### src/rtl/fetch_pkg.sv
// Shared types and defaults for the fetch unit.
// Holds XLEN/RESET_PC defaults, PC step and entry layout.
package fetch_pkg;

  localparam int XLEN_DEF = 32;
  localparam logic [31:0] RESET_PC_DEF = 32'h0000_0000;
  localparam int PC_INCR = 4;

  typedef struct packed {
    logic [XLEN_DEF-1:0] pc;
    logic [XLEN_DEF-1:0] instr;
  } fetch_entry_t;

endpackage

### src/rtl/fetch_fifo.sv
// Synchronous FIFO with push/pop/flush and occupancy count.
// Ports: clk, rst, push, pop, flush, wdata -> rdata, count.
module fetch_fifo
  import fetch_pkg::*;
#(
  parameter int DEPTH = 4,
  parameter int W     = 64
) (
  input  logic                       clk,
  input  logic                       rst,
  input  logic                       push,
  input  logic                       pop,
  input  logic                       flush,
  input  logic [W-1:0]               wdata,
  output logic [W-1:0]               rdata,
  output logic [$clog2(DEPTH+1)-1:0] count
);

  localparam int PW = $clog2(DEPTH);
  localparam int CW = $clog2(DEPTH + 1);
  localparam logic [CW-1:0] FULL_C = CW'(DEPTH);

  logic [W-1:0]  mem_q [DEPTH];
  logic [W-1:0]  mem_d [DEPTH];
  logic [PW-1:0] wptr_q, wptr_d;
  logic [PW-1:0] rptr_q, rptr_d;
  logic [CW-1:0] cnt_q, cnt_d;
  logic          do_push;
  logic          do_pop;

  always_comb begin
    do_push = push && (cnt_q != FULL_C);
    do_pop  = pop && (cnt_q != '0);
    mem_d   = mem_q;
    wptr_d  = wptr_q;
    rptr_d  = rptr_q;
    cnt_d   = cnt_q;
    if (flush) begin
      // flush also swallows a same-cycle push
      wptr_d = '0;
      rptr_d = '0;
      cnt_d  = '0;
    end else begin
      if (do_push) begin
        mem_d[wptr_q] = wdata;
        wptr_d = wptr_q + PW'(1);
      end
      if (do_pop) begin
        rptr_d = rptr_q + PW'(1);
      end
      unique case ({do_push, do_pop})
        2'b10:   cnt_d = cnt_q + CW'(1);
        2'b01:   cnt_d = cnt_q - CW'(1);
        default: cnt_d = cnt_q;
      endcase
    end
  end

  always_ff @(posedge clk) begin
    if (rst) begin
      for (int i = 0; i < DEPTH; i++) begin
        mem_q[i] <= '0;
      end
      wptr_q <= '0;
      rptr_q <= '0;
      cnt_q  <= '0;
    end else begin
      mem_q  <= mem_d;
      wptr_q <= wptr_d;
      rptr_q <= rptr_d;
      cnt_q  <= cnt_d;
    end
  end

  assign rdata = mem_q[rptr_q];
  assign count = cnt_q;

endmodule

### src/rtl/fetch_queue.sv
// Fetch unit: sequential PC, imem request port, prefetch queue.
// Ports: clk, rst, redirect*, imem_req_*, imem_rsp_*, out_*.
module fetch_queue
  import fetch_pkg::*;
#(
  parameter int              XLEN     = XLEN_DEF,
  parameter logic [XLEN-1:0] RESET_PC = XLEN'(RESET_PC_DEF),
  parameter int              DEPTH    = 4
) (
  input  logic            clk,
  input  logic            rst,
  input  logic            redirect,
  input  logic [XLEN-1:0] redirect_addr,
  output logic            imem_req_valid,
  input  logic            imem_req_ready,
  output logic [XLEN-1:0] imem_req_addr,
  input  logic            imem_rsp_valid,
  input  logic [XLEN-1:0] imem_rsp_data,
  output logic            out_valid,
  input  logic            out_ready,
  output logic [XLEN-1:0] out_pc,
  output logic [XLEN-1:0] out_instr
);

  localparam int CW = $clog2(DEPTH + 1);
  localparam logic [CW:0] LIMIT_C = (CW+1)'(DEPTH);

  typedef struct packed {
    logic [XLEN-1:0] pc;
    logic [XLEN-1:0] instr;
  } q_entry_t;

  logic [XLEN-1:0] fetch_pc_q, fetch_pc_d;
  logic [CW-1:0]   drop_q, drop_d;
  logic [CW-1:0]   q_count;
  logic [CW-1:0]   outst;
  logic [CW:0]     inflight;
  logic [XLEN-1:0] rsp_pc;
  q_entry_t        q_wdata;
  q_entry_t        q_rdata;
  logic            req_fire;
  logic            rsp_live;
  logic            pop_fire;
  logic            unused_addr_bits;

  assign unused_addr_bits = ^redirect_addr[1:0];

  // credits: queued + in flight never exceeds DEPTH
  always_comb begin
    inflight = {1'b0, q_count} + {1'b0, outst};
    imem_req_valid = !rst && !redirect &&
                     (inflight < LIMIT_C);
    req_fire = imem_req_valid && imem_req_ready;
    rsp_live = imem_rsp_valid && (drop_q == '0);
    pop_fire = out_valid && out_ready;
  end

  always_comb begin
    fetch_pc_d = fetch_pc_q;
    if (redirect) begin
      fetch_pc_d = {redirect_addr[XLEN-1:2], 2'b00};
    end else if (req_fire) begin
      fetch_pc_d = fetch_pc_q + XLEN'(PC_INCR);
    end
  end

  // everything still in flight after a redirect is stale
  always_comb begin
    drop_d = drop_q;
    if (imem_rsp_valid && (drop_q != '0)) begin
      drop_d = drop_q - CW'(1);
    end
    if (redirect) begin
      drop_d = outst - CW'(imem_rsp_valid);
    end
  end

  always_ff @(posedge clk) begin
    if (rst) begin
      fetch_pc_q <= RESET_PC;
      drop_q     <= '0;
    end else begin
      fetch_pc_q <= fetch_pc_d;
      drop_q     <= drop_d;
    end
  end

  // request-PC tracker: one entry per outstanding request,
  // popped by every response so it stays aligned with drops;
  // its occupancy is the outstanding count
  fetch_fifo #(
    .DEPTH (DEPTH),
    .W     (XLEN)
  ) u_pc_trk (
    .clk   (clk),
    .rst   (rst),
    .push  (req_fire),
    .pop   (imem_rsp_valid),
    .flush (1'b0),
    .wdata (fetch_pc_q),
    .rdata (rsp_pc),
    .count (outst)
  );

  assign q_wdata.pc    = rsp_pc;
  assign q_wdata.instr = imem_rsp_data;

  fetch_fifo #(
    .DEPTH (DEPTH),
    .W     (2 * XLEN)
  ) u_queue (
    .clk   (clk),
    .rst   (rst),
    .push  (rsp_live),
    .pop   (pop_fire),
    .flush (redirect),
    .wdata (q_wdata),
    .rdata (q_rdata),
    .count (q_count)
  );

  assign imem_req_addr = fetch_pc_q;
  assign out_valid     = (q_count != '0);
  assign out_pc        = q_rdata.pc;
  assign out_instr     = q_rdata.instr;

endmodule

### config.mk
export PLATFORM = sky130hd
export DESIGN_NAME = fetch_queue
export DESIGN_NICKNAME = d
export VERILOG_FILES = /design/src/rtl/fetch_pkg.sv /design/src/rtl/fetch_fifo.sv /design/src/rtl/fetch_queue.sv
export SDC_FILE = /design/constraint.sdc
export NUM_CORES = 1
export LEC_CHECK = 0
export BUFFER_PORTS_ARGS = -buffer_cell sky130_fd_sc_hd__buf_4
export CAP_MARGIN = 20
export CORE_MARGIN = 2
export CORE_UTILIZATION = 40
export DETAILED_ROUTE_END_ITERATION = 7
export SYNTH_ARGS = -nofsm -noshare
export SYNTH_HDL_FRONTEND = slang
export SYNTH_SLANG_ARGS = --single-unit
### constraint.sdc
create_clock -name clk -period 8.14 [get_ports clk]
set_input_delay 0 -clock clk [delete_from_list [all_inputs] [get_ports clk]]
set_output_delay 0 -clock clk [all_outputs]
set_load 0.02 [all_outputs]
==> flow_metrics.tcl <==
set metrics [dict create \
    ios 168 \
    criticalPathCategory "reg -> reg" \
    rsz0062_at_grt "false" \
    powerDensity_nw_per_um2 215 \
    grt_max_degree 133 \
    synth_largest_area_cell "dfxtp_1" \
    cp_max_fo 11 \
    grt_pass1_wl_mm 80.0 \
    async_flop_share 0 \
    mostFrequentLayoutCells "nand2_1 (659), dfxtp_1 (411), a21oi_1 (393)" \
    place_ws_ns 4.51 \
    fin_cells 2865 \
    nets 2327 \
    gp_congestion 0.769 \
    final_util 0.494 \
    slew_viol_final 0 \
    synth_top_area_frac 0.470 \
    insertion_delay_ns 0.59 \
    dp.cells 2671 \
    place_area_um2 19000 \
    tns_ns 0 \
    ys_types 52 \
    hp-class "in -> reg" \
    wl_per_cell_um 17.7 \
    hold_viol_final 0 \
    status "finished, final reports clean" \
    end_kind "flop" \
    period_share 0.449 \
    period_minus_slack_ns 3.65 \
    die_w_um 214 \
    ys_seq_elements 415 \
    start_util 0.402 \
    yosys-top-cells-area "dfxtp_1 (47%), nand2_1 (14%), mux4_2 (12%)" \
    via_per_inst 5.39 \
    clock-sinks 415 \
    die-area_um2 45900 \
    io_buffers 161 \
    postSynthCellCount 2094 \
    cts_tree "built" \
    synth_area_per_cell_um2 8.44 \
    power_mw 4.67 \
    holdPathStages 4 \
    p_leak_nw 7.30 \
    seq_area_frac_synth 0.470 \
    num_vias 15434 \
    synth_area_um2 17700 \
    setup_viol 0 \
    drtIter0Drc 1327 \
    met2_usage 0.361 \
    cts_buffer_depth 3 \
    busiest_layer "met2" \
    finClkSkew_ns 0.0314 \
    use_met3 0.0332 \
    worst_slack_ns 4.49 \
    gr-total-overflow 0 \
    track_usage 0.214 \
    grt_util_met1 0.282 \
    clock.fmax_mhz 274 \
    drt.antenna.violating_nets 0 \
    antenna_found_initial 0 \
    dpl.hpwl_mm 27.9 \
    final_layout_size_suffix_gt1_frac 0.161 \
    synth_edf_count 0 \
    synth_ff_type "dfxtp_1" \
    postCtsSetupRepairBufs 0 \
    maxCapViolCount 0 \
    ir_drop_mv 0.174 \
    fin_area_um2 21700 \
    slew_headroom 0.283 \
    num_antenna_cells 0 \
    syn_to_final_growth_pct 22.8 \
    crit_required_ns 8.68 \
    arrival_ns 4.19 \
    htree_levels 2 \
    worst-r2r-cell-count 7 \
    rows 77 \
    drt-pass1-iter-count 6 \
    cts_made_buffers 46 \
    fp.dieH_um 214 \
    coreArea_um2 43900 \
    hold-worst-slack_ns 0.214 \
    worst_slew_pin_slew_ns 1.07 \
    drc_errors 0 \
    clk_pin_slew_ns 0.06 \
    ys_warn_count 0 \
    drt-total-wl_mm 50.7 \
    layout_commonest_cell "nand2_1" \
    cts-root-buf "clkbuf_16" \
    first_global_vias 14831 \
    cp-start-kind "flop" \
]
cells by family (layout without fill, tap and decap cells):
kind of cell / count (synthesis) / count (layout) / synth area share
AOI/OAI and AO/OA: 448 / 448 / 0.135
xor gates and xnor gates: 15 / 15 / 0.00743
adders and majority gates: 19 / 19 / 0.0143
buffers and inverters: 212 / 388 / 0.0473
DFF: 415 / 415 / 0.470
muxes: 99 / 99 / 0.121
other: 1 / 4 / 0.000212
and+or+nand+nor: 885 / 885 / 0.205
what timing repair did:
item	CTS	global route
endpoints found under the hold margin	259	0
hold buffers	108	0
resized for setup	0	0
synth_stat cells (3+ instances only):
cell,count
or3_1,5
and3_1,4
ha_1,17
a21oi_1,393
mux2i_1,3
buf_2,16
nor2_1,37
buf_1,12
clkbuf_1,158
o311ai_0,7
inv_1,20
xnor2_1,6
and2_1,6
nand4_1,14
buf_4,5
a211oi_1,5
mux4_2,92
o211ai_1,3
a31oi_1,10
o21ai_0,12
or2_2,3
nand3_1,135
dfxtp_1,415
xor2_1,9
nand2_1,663
nor3_1,9
sequential cells by signal (all words and copies together) (netlist names):
register and flops:
imem_req_addr 30, u_queue.count 3, u_pc_trk.rptr_q 2, drop_q 3
u_pc_trk.wptr_q 2, u_pc_trk.mem_q 120, u_queue.rptr_q 2, u_queue.wptr_q 2
u_pc_trk.count 3, u_queue.mem_q 248
where the power goes:
part           internal [mW]  total [mW]  switching, mW  leakage, nW
combinational          0.195       0.462          0.267         3.20
sequential              2.07        2.13         0.0602         3.35
clock                   1.22        2.08          0.858        0.744
critical path, stage by stage, from the launching register on:
cell and delay, ns:
dfxtp_1 0.61, nand4_1 0.39, nor3_1 0.69, nand3_1 0.40, a2bb2oi_1 0.22, dlygate4sd3_1 0.58, a21oi_1 0.15, dlygate4sd3_1 0.57
final timing paths:
check	from	endpoint	slack (ns)
setup / recovery	imem_req_addr[10]$_SDFFE_PP0P_	imem_req_addr[23]$_SDFFE_PP0P_	4.49
hold / removal	redirect_addr[30]	imem_req_addr[30]$_SDFFE_PP0P_	0.21
setup reg to reg	imem_req_addr[10]$_SDFFE_PP0P_	imem_req_addr[23]$_SDFFE_PP0P_	4.49
hold reg to reg	u_pc_trk.mem_q[107]$_SDFFE_PP0P_	u_pc_trk.mem_q[107]$_SDFFE_PP0P_	0.45
routing by layer:
layer,vias up,part of all wire
met5,-,0
met4,0,0.019
met3,71,0.065
met2,506,0.48
met1,7414,0.44
li1,7443,-
final cells by class:
cell class              count  area, um^2
inverters                  20        75.1
repair buffers            285        2470
fillers                  4237       22200
clock inverters            16         161
clock buffers              67        1350
multi-input cells        1470        8600
flip-flops and latches    415        8320
well taps                 592         741
Power figures use the tool's default switching activity.
